==> config.mk <==
export PLATFORM = sky130hd
export DESIGN_NAME = seg_capture
export DESIGN_NICKNAME = d
export VERILOG_FILES = /design/src/rtl/seg_capture.sv
export SDC_FILE = /design/constraint.sdc
export NUM_CORES = 1
export LEC_CHECK = 0
export BUFFER_PORTS_ARGS = -buffer_cell sky130_fd_sc_hd__buf_2
export CORE_AREA = 2 2 100 102
export CTS_BUF_LIST = sky130_fd_sc_hd__clkbuf_4 sky130_fd_sc_hd__clkbuf_8
export CTS_CLUSTER_SIZE = 14
export DETAILED_ROUTE_END_ITERATION = 8
export DIE_AREA = 0 0 102 104
export HOLD_SLACK_MARGIN = 0.15
export PLACE_DENSITY = 0.45
export SKIP_LAST_GASP = 1
export SYNTH_ARGS = -nofsm -noshare
export SYNTH_HDL_FRONTEND = slang
export SYNTH_SLANG_ARGS = --single-unit
==> constraint.sdc <==
create_clock -name clk -period 7 [get_ports clk]
set_clock_uncertainty 0.1 [all_clocks]
set_input_delay 1.4 -clock clk [delete_from_list [all_inputs] [get_ports clk]]
set_output_delay 1.4 -clock clk [all_outputs]
set_load 0.02 [all_outputs]
==> src/rtl/seg_capture.sv <==
// Captures BCD digits by snooping a multiplexed active-low 7-segment display bus.
// Define SEG_CAPTURE_FILTER_EN to require STABLE_CYCLES identical samples before a latch.
module seg_capture #(
  parameter int STABLE_CYCLES = 4
) (
  input  logic        clk,
  input  logic        rst_n,
  input  logic [6:0]  seg_cat,
  input  logic [3:0]  an,
  input  logic        clr,
  output logic [15:0] digits,
  output logic [3:0]  dig_valid,
  output logic        frame_done,
  output logic        pat_err,
  output logic [7:0]  err_count
);

  localparam logic [1:0] IDLE  = 2'd0;
  localparam logic [1:0] TRACK = 2'd1;
  localparam logic [1:0] HELD  = 2'd2;

`ifdef SEG_CAPTURE_FILTER_EN
  localparam logic [3:0] STABLE_N = 4'(STABLE_CYCLES);
`else
  // Unfiltered: every new selected sample latches at once, so TRACK is never entered.
  localparam logic [3:0] STABLE_N = 4'd1;
`endif

  logic [3:0] an_reg;
  logic [6:0] seg_reg;
  logic [1:0] state_reg, state_next;
  logic [3:0] cnt_reg, cnt_next;
  logic [3:0] ref_an_reg, ref_an_next;
  logic [6:0] ref_seg_reg, ref_seg_next;
  logic [3:0] mask;
  logic       frame_done_reg, pat_err_reg;
  logic [7:0] err_count_reg;

  logic       sel, same, latch, dec_err;
  logic [1:0] sel_idx;
  logic [3:0] dec_val;

  always_comb begin
    sel     = 1'b1;
    sel_idx = 2'd0;
    case (an_reg)
      4'b1110: sel_idx = 2'd0;
      4'b1101: sel_idx = 2'd1;
      4'b1011: sel_idx = 2'd2;
      4'b0111: sel_idx = 2'd3;
      default: sel = 1'b0;
    endcase
  end

  assign same = sel && (an_reg == ref_an_reg) && (seg_reg == ref_seg_reg);

  always_comb begin
    dec_err = 1'b0;
    dec_val = 4'hF;
    case (seg_reg)
      7'd64:   dec_val = 4'd0;
      7'd121:  dec_val = 4'd1;
      7'd36:   dec_val = 4'd2;
      7'd48:   dec_val = 4'd3;
      7'd25:   dec_val = 4'd4;
      7'd18:   dec_val = 4'd5;
      7'd2:    dec_val = 4'd6;
      7'd120:  dec_val = 4'd7;
      7'd0:    dec_val = 4'd8;
      7'd16:   dec_val = 4'd9;
      default: dec_err = 1'b1;
    endcase
  end

  always_comb begin
    state_next   = state_reg;
    cnt_next     = cnt_reg;
    ref_an_next  = ref_an_reg;
    ref_seg_next = ref_seg_reg;
    latch        = 1'b0;
    case (state_reg)
      IDLE: begin
        if (sel) begin
          ref_an_next  = an_reg;
          ref_seg_next = seg_reg;
          cnt_next     = 4'd1;
          if (STABLE_N == 4'd1) begin
            latch      = 1'b1;
            state_next = HELD;
          end else begin
            state_next = TRACK;
          end
        end
      end
      TRACK: begin
        if (!sel) begin
          state_next = IDLE;
          cnt_next   = 4'd0;
        end else if (same) begin
          cnt_next = cnt_reg + 4'd1;
          if (cnt_reg + 4'd1 == STABLE_N) begin
            latch      = 1'b1;
            state_next = HELD;
          end
        end else begin
          ref_an_next  = an_reg;
          ref_seg_next = seg_reg;
          cnt_next     = 4'd1;
        end
      end
      HELD: begin
        if (!sel) begin
          state_next = IDLE;
          cnt_next   = 4'd0;
        end else if (!same) begin
          ref_an_next  = an_reg;
          ref_seg_next = seg_reg;
          cnt_next     = 4'd1;
          if (STABLE_N == 4'd1) latch = 1'b1;
          else                  state_next = TRACK;
        end
      end
      default: begin
        state_next = IDLE;
        cnt_next   = 4'd0;
      end
    endcase
  end

  always_ff @(posedge clk or negedge rst_n) begin
    if (!rst_n) begin
      an_reg         <= 4'hF;
      seg_reg        <= 7'h7F;
      state_reg      <= IDLE;
      cnt_reg        <= 4'd0;
      ref_an_reg     <= 4'hF;
      ref_seg_reg    <= 7'h7F;
      frame_done_reg <= 1'b0;
      pat_err_reg    <= 1'b0;
      err_count_reg  <= 8'd0;
    end else begin
      an_reg  <= an;
      seg_reg <= seg_cat;
      if (clr) begin
        state_reg      <= IDLE;
        cnt_reg        <= 4'd0;
        frame_done_reg <= 1'b0;
        pat_err_reg    <= 1'b0;
        err_count_reg  <= 8'd0;
      end else begin
        state_reg      <= state_next;
        cnt_reg        <= cnt_next;
        ref_an_reg     <= ref_an_next;
        ref_seg_reg    <= ref_seg_next;
        frame_done_reg <= (mask == 4'hF);
        pat_err_reg    <= latch && dec_err;
        if (latch && dec_err && err_count_reg != 8'hFF)
          err_count_reg <= err_count_reg + 8'd1;
      end
    end
  end

  genvar gi;
  generate
    for (gi = 0; gi < 4; gi++) begin : g_digit
      logic [3:0] dig_reg;
      logic       valid_reg;
      logic       mask_reg;
      logic       hit;

      assign hit = latch && (sel_idx == 2'(gi));

      // A bit latched on the frame-clearing edge survives into the next frame.
      always_ff @(posedge clk or negedge rst_n) begin
        if (!rst_n) begin
          dig_reg   <= 4'd0;
          valid_reg <= 1'b0;
          mask_reg  <= 1'b0;
        end else if (clr) begin
          dig_reg   <= 4'd0;
          valid_reg <= 1'b0;
          mask_reg  <= 1'b0;
        end else if (hit) begin
          dig_reg   <= dec_val;
          valid_reg <= 1'b1;
          mask_reg  <= 1'b1;
        end else if (mask == 4'hF) begin
          mask_reg  <= 1'b0;
        end
      end

      assign digits[4*gi +: 4] = dig_reg;
      assign dig_valid[gi]     = valid_reg;
      assign mask[gi]          = mask_reg;
    end
  endgenerate

  assign frame_done = frame_done_reg;
  assign pat_err    = pat_err_reg;
  assign err_count  = err_count_reg;

endmodule

==> flow_metrics.py <==
metrics = {
    "outcome": {
        "outcome": "complete, no violations",
    },
    "layout": {
        "fillers": 996,
        "largest_reg_flops": 16,
        "fin_nets": 285,
        "layout.cells.non_filler": 408,
        "antenna_cells": 0,
        "area_growth_pct": 18.8,
        "final_layout_size_suffix_gt1_frac": 0.378,
        "layout_commonest_cell": "buf_2",
        "finalInstanceArea_sq_um": 3210,
        "final_cell_mix": "43 x buf_2, 35 x dfrtp_1, 28 x nor2_1",
    },
    "critical_path": {
        "ff2ff_path_depth": 6,
        "rr_endpoint": "err_count[4]$_DFFE_PN0P_",
        "crit_type": "input pin to register",
        "cp_cell_sequence": "buf_2, nor3_2, mux2_2",
        "crit_slowest_cell": "nor3_2",
        "path_max_fanout": 40,
        "r2r-start": "seg_reg[1]$_DFF_PN1_",
        "crit_required_ns": 7.16,
        "slowest_delay_ns": 0.86,
        "cp-end-kind": "register",
        "regToRegSetupSlack_ns": 4.19,
        "critPathArrivalTime_ns": 3.02,
        "startpoint_type": "input pin",
    },
    "yosys": {
        "netlist_top_cells_area": "dfrtp_1 32%, dfstp_2 21%, mux2_2 5.0%, mux2i_1 4.8%, xnor2_1 4.5%",
        "synth_area_per_cell_sq_um": 11.5,
        "synth_ff_type": "dfrtp_1",
        "netlist_instances": 234,
        "synth-seq-cells": 57,
        "netlist_area_sq_um": 2700,
        "yosysTopAreaCell": "dfrtp_1",
        "synth_cell_types": 49,
        "async_flop_share": 1.00,
        "synthDominantCellAreaShare": 0.324,
        "synth_warnings": 0,
        "yosysSeqAreaShare": 0.538,
        "synth.net_count": 249,
        "synth-edff-count": 0,
    },
    "placement": {
        "gp_congestion": 0.757,
        "dp_hpwl_mm": 3.71,
        "post-place-cells": 392,
        "placed_cell_area_sq_um": 2980,
        "port_buffers": 43,
        "preCtsSetupSlack_ns": 3.76,
    },
    "route": {
        "totalWireLength_mm": 5.57,
        "via_per_inst": 4.36,
        "route.detailed.drc": 0,
        "drt-pass1-iter-count": 4,
        "ant_nets": 0,
        "initialDrtViolationCount": 72,
        "vias": 1778,
        "wl_per_cell_um": 13.7,
    },
    "grt": {
        "grt_pass1_vias": 1805,
        "antenna_found_initial": 0,
        "grt_max_degree": 58,
        "grt_pass1_wl_mm": 9.32,
        "groute.usage.overall": 0.115,
        "grt_overflow": 0,
    },
    "timing": {
        "tightest_slew_ns": 1.00,
        "fin_setup_tns_ns": 0,
        "finalCritPeriodShare": 0.409,
        "max_freq_mhz": 349,
        "slew_viol_final": 0,
        "setup_viol": 0,
        "rsz0062_at_grt": "false",
        "post-route-min-period_ns": 2.86,
        "max-slew-margin-rel": 0.328,
        "setup_ws_ns": 4.14,
        "finalHoldViolCount": 0,
    },
    "die": {
        "core_area_sq_um": 9550,
        "die_width_um": 102,
        "pin_count": 44,
        "start_util": 0.283,
        "die_height_um": 104,
        "num_rows": 36,
        "die_area_sq_um": 10600,
    },
    "pwr": {
        "ir_drop_uv": 105,
        "fin_total_pwr_uw": 843,
        "power_density_nw_per_um2": 263,
        "power_leakage_uw": 0.00144,
    },
    "hold_path": {
        "whs_endpoint": "g_digit[2].valid_reg$_DFFE_PN0P_",
        "min_from": "g_digit[2].valid_reg$_DFFE_PN0P_",
        "hold_class": "register to register",
        "whs_path_depth": 2,
    },
    "clock_tree": {
        "holdBufCountCts": 0,
        "htree_levels": 3,
        "root_buffer": "clkbuf_8",
        "cts_inserted_buffers": 9,
        "path_clk_slew_ns": 0.07,
        "insertion_delay_ns": 0.33,
        "cts_resized": 0,
        "clockBufferDepth": 2,
        "cts_tree": "yes",
        "cts_sinks": 57,
        "cts_setup_buffers": 0,
    },
    "flow_run": {
        "cap_violations": 0,
    },
}
[Yosys cell counts (all sizes together) (2+ instances only)]
master  number
dfrtp       35
nand3        3
nor4         2
xnor2       14
nand2b       6
mux2i       13
a311oi       3
clkbuf       7
nor2b        5
nand2        7
and4b        5
nand3b       2
nor4b        2
inv          4
mux2        13
o21ai        3
dfstp       22
a21o         3
buf         13
nor2        28
and3         2
nand4        6
nor3         9
nor3b        4
a21oi       10
[per-stage QoR]
stage / hold slack [ns] / utilization
after floorplan: 0.367 / -
after global placement: 0.381 / 0.312
after detailed placement: 0.390 / 0.312
after CTS: 0.408 / 0.336
after global routing: 0.428 / 0.336
final: 0.395 / 0.336
[critical path, delay by kind of cell]
kind,cells,cell delay [ns]
AND/OR/NAND/NOR,1,0.86
buffers and inverters,1,0.32
multiplexers,1,0.42
[how the worst max path moves through the flow]
stage                                       to            startpoint  cells past startpoint  slack, ns
global placement     ref_an_reg[1]$_DFFE_PN1P_                   clr                      3       3.77
CTS                 ref_seg_reg[2]$_DFFE_PN1P_                   clr                      3       4.13
floorplan             err_count[4]$_DFFE_PN0P_  seg_reg[1]$_DFF_PN1_                      8       4.31
global route         ref_an_reg[1]$_DFFE_PN1P_                   clr                      3       4.01
finish               ref_an_reg[0]$_DFFE_PN1P_                   clr                      3       4.14
detailed placement   ref_an_reg[0]$_DFFE_PN1P_                   clr                      3       3.76
[layer usage]
metal,routed length (um),track usage
met5,0,0
met4,111,0.0543
met3,264,0.0390
met2,2560,0.168
met1,2640,0.151
[power by group]
part           internal, uW  total (uW)  switching, uW
logic                  48.0        95.7           47.7
registers               372         395           22.5
clock network           219         352            134
total                   639         843            204
[kinds of logic (layout without fill, tap and decap cells)]
family / count (synthesis) / count (layout) / share of synthesized area
AO/OA/AOI/OAI: 25 / 25 / 0.0611
XOR/XNOR: 15 / 15 / 0.0486
adder cells (fa/ha/maj): 1 / 1 / 0.00463
buffers and inverters: 24 / 65 / 0.0514
flip-flops: 57 / 57 / 0.538
multiplexers: 26 / 26 / 0.104
AND/OR/NAND/NOR: 86 / 86 / 0.192
[cell type report]
class	instances	area, sq um	area share
clock inverters	5	77.6	0.0242
repair buffers	45	230	0.0718
flip-flops and latches	57	1450	0.453
multi-input cells	153	1110	0.347
well taps	133	166	0.0519
clock buffers	11	151	0.0472
inverters	4	15.0	0.00468
(Power assumes the default switching activity.)
